===== src/rtl/jk_counter_pkg.sv =====
// Shared JK excitation codes and the helper that turns a (present, next) bit
// pair into the J/K inputs a JK cell needs to reach that next value.
package jk_counter_pkg;

    localparam logic [1:0] JK_HOLD   = 2'b00;
    localparam logic [1:0] JK_RESET  = 2'b01;
    localparam logic [1:0] JK_SET    = 2'b10;
    localparam logic [1:0] JK_TOGGLE = 2'b11;

    typedef struct packed {
        logic j;
        logic k;
    } jk_t;

    // Only SET, RESET or HOLD is ever produced; TOGGLE is left unused on purpose.
    function automatic jk_t jk_excite(input logic q, input logic n);
        jk_t r;
        r.j = ~q & n;
        r.k = q & ~n;
        return r;
    endfunction

endpackage


===== src/rtl/jk_mod_counter_if.sv =====
// Control and status bundle of one jk_mod_counter digit.
interface jk_mod_counter_if #(
    parameter int WIDTH = 4
);
    logic             En;
    logic             Up;
    logic             Load;
    logic [WIDTH-1:0] D;
    logic [WIDTH-1:0] Q;
    logic [WIDTH-1:0] Q_bar;
    logic             TC;
    logic             Co;
    logic             LoadErr;

    modport master (
        output En, Up, Load, D,
        input  Q, Q_bar, TC, Co, LoadErr
    );

    modport slave (
        input  En, Up, Load, D,
        output Q, Q_bar, TC, Co, LoadErr
    );
endinterface


===== src/rtl/jk_stage.sv =====
// Single-bit JK storage cell, falling-edge clocked, async active-high reset
// to q=0 / q_bar=1.
module jk_stage
    import jk_counter_pkg::*;
(
    input  logic clk,
    input  logic reset,
    input  logic j,
    input  logic k,
    output logic q,
    output logic q_bar
);

    // NOTE: state registers use non-blocking (<=) so every stage samples the
    // pre-edge value of its neighbours, whatever the process evaluation order.
    always_ff @(negedge clk or posedge reset) begin
        if (reset) begin
            q <= 1'b0;
        end else begin
            unique case ({j, k})
                JK_HOLD:   q <= q;
                JK_RESET:  q <= 1'b0;
                JK_SET:    q <= 1'b1;
                JK_TOGGLE: q <= ~q;
                default:   q <= q;
            endcase
        end
    end

    assign q_bar = ~q;

endmodule


===== src/rtl/jk_mod_counter.sv =====
// Modulo-MODULUS up/down counter with load, built from WIDTH jk_stage cells
// fed by per-bit excitation logic; TC/Co cascade digit to digit.
module jk_mod_counter
    import jk_counter_pkg::*;
#(
    parameter int WIDTH   = 4,
    parameter int MODULUS = 10
) (
    input  logic             Clk,
    input  logic             Reset,
    jk_mod_counter_if.slave  bus
);

    if (WIDTH < 1 || WIDTH > 16) begin : g_bad_width
        $error("jk_mod_counter: WIDTH must be in 1..16");
    end
    if (MODULUS < 2 || MODULUS > (1 << WIDTH)) begin : g_bad_modulus
        $error("jk_mod_counter: MODULUS must be in 2..2**WIDTH");
    end

    // One extra bit so MODULUS == 2**WIDTH is still representable.
    localparam logic [WIDTH:0]   MOD_EXT = (WIDTH+1)'(MODULUS);
    localparam logic [WIDTH-1:0] Q_MAX   = WIDTH'(MODULUS - 1);

    logic [WIDTH-1:0] q;
    logic [WIDTH-1:0] q_bar;
    logic [WIDTH-1:0] n;
    logic [WIDTH-1:0] j_vec;
    logic [WIDTH-1:0] k_vec;
    logic             d_ok;
    logic             at_max;
    logic             at_zero;
    logic             tc;
    logic             co;
    logic             load_err;

    always_comb begin
        d_ok    = {1'b0, bus.D} < MOD_EXT;
        at_max  = (q == Q_MAX);
        at_zero = (q == '0);
        // NOTE: n defaults to q before any branch so every path assigns it and
        // no latch is inferred.
        n = q;
        if (bus.Load) begin
            if (d_ok) n = bus.D;
        end else if (bus.En) begin
            if (bus.Up) n = at_max  ? '0    : q + 1'b1;
            else        n = at_zero ? Q_MAX : q - 1'b1;
        end
    end

    assign tc = bus.En & ~bus.Load & (bus.Up ? at_max : at_zero);

    for (genvar i = 0; i < WIDTH; i++) begin : g_stage
        assign {j_vec[i], k_vec[i]} = jk_excite(q[i], n[i]);

        jk_stage u_stage (
            .clk   (Clk),
            .reset (Reset),
            .j     (j_vec[i]),
            .k     (k_vec[i]),
            .q     (q[i]),
            .q_bar (q_bar[i])
        );
    end

    always_ff @(negedge Clk or posedge Reset) begin
        if (Reset) begin
            co       <= 1'b0;
            load_err <= 1'b0;
        end else begin
            co       <= tc;
            load_err <= bus.Load & ~d_ok;
        end
    end

    assign bus.Q       = q;
    assign bus.Q_bar   = q_bar;
    assign bus.TC      = tc;
    assign bus.Co      = co;
    assign bus.LoadErr = load_err;

endmodule


===== src/flat_wrapper.sv =====
// flat-port wrapper written by rule: the top's interface ports become plain ports
module jk_mod_counter_flat import jk_counter_pkg::*;
#(
    parameter int WIDTH   = 4,
    parameter int MODULUS = 10
)
  (Clk, Reset, bus_En, bus_Up, bus_Load, bus_D, bus_Q, bus_Q_bar, bus_TC, bus_Co, bus_LoadErr);
  jk_mod_counter_if #(.WIDTH(WIDTH)) bus_i ();
  input  logic Clk;
  input  logic Reset;
  input wire logic [$bits(bus_i.En)-1:0] bus_En;
  input wire logic [$bits(bus_i.Up)-1:0] bus_Up;
  input wire logic [$bits(bus_i.Load)-1:0] bus_Load;
  input wire logic [$bits(bus_i.D)-1:0] bus_D;
  output wire logic [$bits(bus_i.Q)-1:0] bus_Q;
  output wire logic [$bits(bus_i.Q_bar)-1:0] bus_Q_bar;
  output wire logic [$bits(bus_i.TC)-1:0] bus_TC;
  output wire logic [$bits(bus_i.Co)-1:0] bus_Co;
  output wire logic [$bits(bus_i.LoadErr)-1:0] bus_LoadErr;
  assign bus_i.En = bus_En;
  assign bus_i.Up = bus_Up;
  assign bus_i.Load = bus_Load;
  assign bus_i.D = bus_D;
  assign bus_Q = bus_i.Q;
  assign bus_Q_bar = bus_i.Q_bar;
  assign bus_TC = bus_i.TC;
  assign bus_Co = bus_i.Co;
  assign bus_LoadErr = bus_i.LoadErr;
  jk_mod_counter #(.WIDTH(WIDTH), .MODULUS(MODULUS)) u_core (.Clk(Clk), .Reset(Reset), .bus(bus_i));
endmodule

===== config.mk =====
export PLATFORM = sky130hd
export DESIGN_NAME = jk_mod_counter_flat
export DESIGN_NICKNAME = d
export VERILOG_FILES = /design/src/rtl/jk_counter_pkg.sv /design/src/rtl/jk_mod_counter_if.sv /design/src/rtl/jk_stage.sv /design/src/rtl/jk_mod_counter.sv /design/src/flat_wrapper.sv
export SDC_FILE = /design/constraint.sdc
export NUM_CORES = 1
export LEC_CHECK = 0
export ABC_AREA = 1
export CORE_AREA = 2 2 39 41
export CTS_BUF_LIST = sky130_fd_sc_hd__clkbuf_4 sky130_fd_sc_hd__clkbuf_8 sky130_fd_sc_hd__clkbuf_16
export DETAILED_ROUTE_END_ITERATION = 6
export DIE_AREA = 0 0 41 43
export DONT_BUFFER_PORTS = 1
export SLEW_MARGIN = 25
export SYNTH_ARGS = -nofsm -noshare
export SYNTH_HDL_FRONTEND = slang
export SYNTH_HIERARCHICAL = 1
export SYNTH_SLANG_ARGS = --single-unit

===== constraint.sdc =====
create_clock -name Clk -period 1.45 [get_ports Clk]
set_input_delay 0.2175 -clock Clk [delete_from_list [all_inputs] [get_ports Clk]]
set_output_delay 0.2175 -clock Clk [all_outputs]
set_load 0.1 [all_outputs]

# Word-level counts from Yosys, hierarchy flattened
# Index checks and enable logic that the tools add are counted.
[classes]
n_reduce_logical = 5
order_cmp = 1
n_bitwise = 21
addsub = 2
n_eq_ne = 13
muxes = 11
[op_table]
columns = ["op", "n"]
rows = [
  ["$mux 4", 6],
  ["$eq 2x2->1 const B", 8],
  ["$pmux 1 s3", 4],
  ["$and 1x1->1", 11],
  ["$not 1->1", 10],
  ["$eq 2x1->1 const B", 4],
  ["$logic_not 2->1", 4],
  ["$add 4x1->4 const B", 1],
  ["$eq 4x4->1 const B", 1],
  ["$logic_not 4->1", 1],
  ["$lt 4x4->1 const B", 1],
  ["$sub 4x1->4 const B", 1],
  ["$mux 1", 1],
]
[word_totals]
inputBits = 9
regBits = 6
wordCells = 59

# Logic depth before layout (Yosys ltp)
[depth]
ltp_word = 9
mapped_depth = 13

# Modules after synthesis
# The synthesis kept the hierarchy.
[by_module_without_submodules]
columns = ["mod", "n_inst", "area_per_inst_um2", "cells_each"]
rows = [
  ["jk_mod_counter", 1, 402.9, 77],
  ["jk_stage", 4, 52.6, 7],
]

==> impl_metrics.env <==
export IMPL_buffer_cell_driving_the_clock_tree_root="sky130_fd_sc_hd__clkbuf_4"
export IMPL_final_setup_violating_endpoints=16
export IMPL_fp_dieH_um=43
export IMPL_tightestPinTransition_ns=0.438
export IMPL_hold_class="in2async"
export IMPL_synth_top_area_share_pct=24.5
export IMPL_buffer_ports_inserted=0
export IMPL_filler_instances=80
export IMPL_ant_nets=0
export IMPL_timing_setup_critical_path_class="reg2out"
export IMPL_avgSynthCellArea_sq_um=5.84
export IMPL_final_layout_size_suffix_gt1_share_pct=50.3
export IMPL_initial_utilization_pct=44.3
export IMPL_setup_ws_ns=-0.867
export IMPL_detailed_place_hpwl_mm=1.48
export IMPL_gr_overflow_total=0
export IMPL_core_footprint_sq_um=1380
export IMPL_status="complete, but fails checks"
export IMPL_cts_made_buffers=3
export IMPL_critPathMaxFanout=3
export IMPL_dp_slack_ns=-0.547
export IMPL_start_kind="flop"
export IMPL_yosys_cell_types_count=19
export IMPL_cp_end_kind="output pin"
export IMPL_final_max_slew_violation_count=0
export IMPL_grt_max_degree=10
export IMPL_violations_in_the_final_reports="negative setup slack"
export IMPL_finalNetCount=158
export IMPL_detail_route_first_pass_iterations=4
export IMPL_grt_antenna_before_repair=0
export IMPL_post_layout_nonfiller_instances=163
export IMPL_placement_cell_area_sq_um=906
export IMPL_num_rows=14
export IMPL_hold_worst_slack_ns=0.297
export IMPL_routabilityCongestion=0.870
export IMPL_cts_sinks=6
export IMPL_grt_pass1_vias=775
export IMPL_grt_pass1_wl_mm=3.17
export IMPL_design_die_area_sq_um=1760
export IMPL_post_route_drc_count=0
export IMPL_htree_levels=1
export IMPL_rr_endpoint="u_core/g_stage[1].u_stage/q$_DFFE_NP0P_"
export IMPL_layout_area_seq_sq_um=150
export IMPL_rr_worst_depth=15
export IMPL_top_level_ports=20
export IMPL_wirelength_mm=2.64
export IMPL_finClkSkew_ns=0.00226
export IMPL_synth_area_top_cells="sky130_fd_sc_hd__dfrtn_1 24%, sky130_fd_sc_hd__nand2_1 17%, sky130_fd_sc_hd__nand2_2 11%, sky130_fd_sc_hd__inv_1 9.2%, sky130_fd_sc_hd__a21oi_1 6.5%"
export IMPL_synth_seq_cells=6
export IMPL_grtUsageTotal_pct=26.0
export IMPL_yosys_warnings=6
export IMPL_tritoncts="built"
export IMPL_route_detailed_wl_per_inst_um=16.2
export IMPL_multi_input_comb_area_sq_um=427
export IMPL_insertion_delay_to_the_later_sink_of_the_worst_skew_pair_ns=0.25
export IMPL_detailedRoute_firstIterationViolations=55
export IMPL_antenna_cells_inserted=0
export IMPL_cts_buffer_depth=2
export IMPL_finalHoldViolCount=0
export IMPL_flop_to_flop_setup_slack_ns=-0.42
export IMPL_yosys_area_top_type="sky130_fd_sc_hd__dfrtn_1"
export IMPL_syn_instance_count=105
export IMPL_die_width_um=41
export IMPL_worst_ep_required_time_ns=1.23
export IMPL_remaining_max_slew_budget_at_the_tightest_pin_pct=70.7
export IMPL_r2r_start="u_core/g_stage[0].u_stage/q$_DFFE_NP0P_"
export IMPL_routed_via_count=905
export IMPL_design_area_sq_um=1190
export IMPL_synthesis_nets=114
export IMPL_area_growth_pct=94.5
export IMPL_synthesis_area_sq_um=613
export IMPL_synth_sequential_area_ratio_pct=24.5
export IMPL_max_cap_viol_count=0
export IMPL_vias_per_cell=5.55
export IMPL_cp_data_arrival_time_ns=2.10
export IMPL_postCtsHoldBufs=0
export IMPL_clk_transition_reported_paths_ns=0.04
export IMPL_dpl_cell_count=147
export IMPL_rsz0062_at_grt="true"
-- stage by stage --
stage | TNS (ns) | util (%)
floorplan | -12.00 | -
global placement | -5.42 | 65.5
detailed placement | -5.74 | 65.5
CTS | -6.91 | 78.2
global route | -8.83 | 86.2
finish | -8.31 | 86.2
-- critical path: stages, from the launching register on --
cell and delay [ns]:
sky130_fd_sc_hd__dfrtn_1 0.46, sky130_fd_sc_hd__nand2_2 0.10, sky130_fd_sc_hd__nor2_4 0.13, sky130_fd_sc_hd__o21ai_2 0.07, sky130_fd_sc_hd__a21oi_4 0.16, sky130_fd_sc_hd__buf_12 0.19
-- cell usage after synthesis --
cell	n
sky130_fd_sc_hd__a211oi_1	1
sky130_fd_sc_hd__nand2_2	11
sky130_fd_sc_hd__clkbuf_1	1
sky130_fd_sc_hd__inv_2	6
sky130_fd_sc_hd__buf_6	1
sky130_fd_sc_hd__o211ai_1	3
sky130_fd_sc_hd__o21ai_0	3
sky130_fd_sc_hd__nor3_1	1
sky130_fd_sc_hd__o21ai_1	1
sky130_fd_sc_hd__nand2_1	27
sky130_fd_sc_hd__dfrtn_1	6
sky130_fd_sc_hd__nand4_1	1
sky130_fd_sc_hd__inv_1	15
sky130_fd_sc_hd__a21oi_1	8
sky130_fd_sc_hd__o21ai_2	1
sky130_fd_sc_hd__nor2_2	1
sky130_fd_sc_hd__nor2_1	10
sky130_fd_sc_hd__nand3_2	1
sky130_fd_sc_hd__nand3_1	7
-- state kept, by name (all words and copies together) (netlist names) --
signal / cells
u_core/g_stage.u_stage/q: 4
u_core/bus.Co: 1
u_core/bus.LoadErr: 1
-- cells in the final DEF, fill, tap and decap left out, drive strengths merged --
master	n
dfrtn	6
a211oi	1
nand3	8
inv	21
o21ai	5
a21oi	8
nor2	11
o211ai	3
nand2	38
clkbuf	3
nor3	1
buf	41
nand4	1
-- logic make-up (layout without fill, tap and decap cells) --
group                  after synthesis  after routing  share of synthesized area (%)
flip-flops                           6              6                           24.5
AO/OA/AOI/OAI                       17             17                           16.1
buffers and inverters               23             65                           15.3
AND/OR/NAND/NOR                     59             59                           44.1
-- metal layers --
metal / vias up / part of all wire (%) / wire, um / global-route usage (%)
li1: 410 / - / - / -
met1: 410 / 37 / 970 / 34.5
met2: 71 / 51 / 1340 / 39.7
met3: 14 / 9.6 / 252 / 0.524
met4: 0 / 2.7 / 71 / 16.0
met5: - / 0 / 0 / 0
-- worst max-delay path by stage --
stage,startpoint,endpoint,cells after the start
after global placement,u_core/g_stage[0].u_stage/q$_DFFE_NP0P_,bus_TC,5
after floorplan,u_core/g_stage[0].u_stage/q$_DFFE_NP0P_,bus_TC,5
after global routing,u_core/g_stage[3].u_stage/q$_DFFE_NP0P_,bus_TC,5
after CTS,u_core/g_stage[0].u_stage/q$_DFFE_NP0P_,bus_TC,5
after detailed placement,u_core/g_stage[0].u_stage/q$_DFFE_NP0P_,bus_TC,5
final,u_core/g_stage[3].u_stage/q$_DFFE_NP0P_,bus_TC,5
-- final cells by class --
| type | count | share of cell area, % |
|---|---|---|
| inverter | 21 | 8.60 |
| clock buffer | 3 | 1.89 |
| tap | 16 | 1.68 |
| timing repair buffer | 41 | 39.5 |
| multi-input combinational | 76 | 35.8 |
| sequential | 6 | 12.6 |
-- what timing repair did --
action / 4_1_cts / 5_1_grt
cloned: 0 / 0
resized for setup: 31 / 13
setup buffers: 5 / 8
setup endpoints to repair: 16 / 16
pin swaps: 4 / 8
hold endpoints to repair: 0 / 0
Power is not shown: default switching activity piles up to over one toggle a cycle in this logic, so the estimate is an artifact.
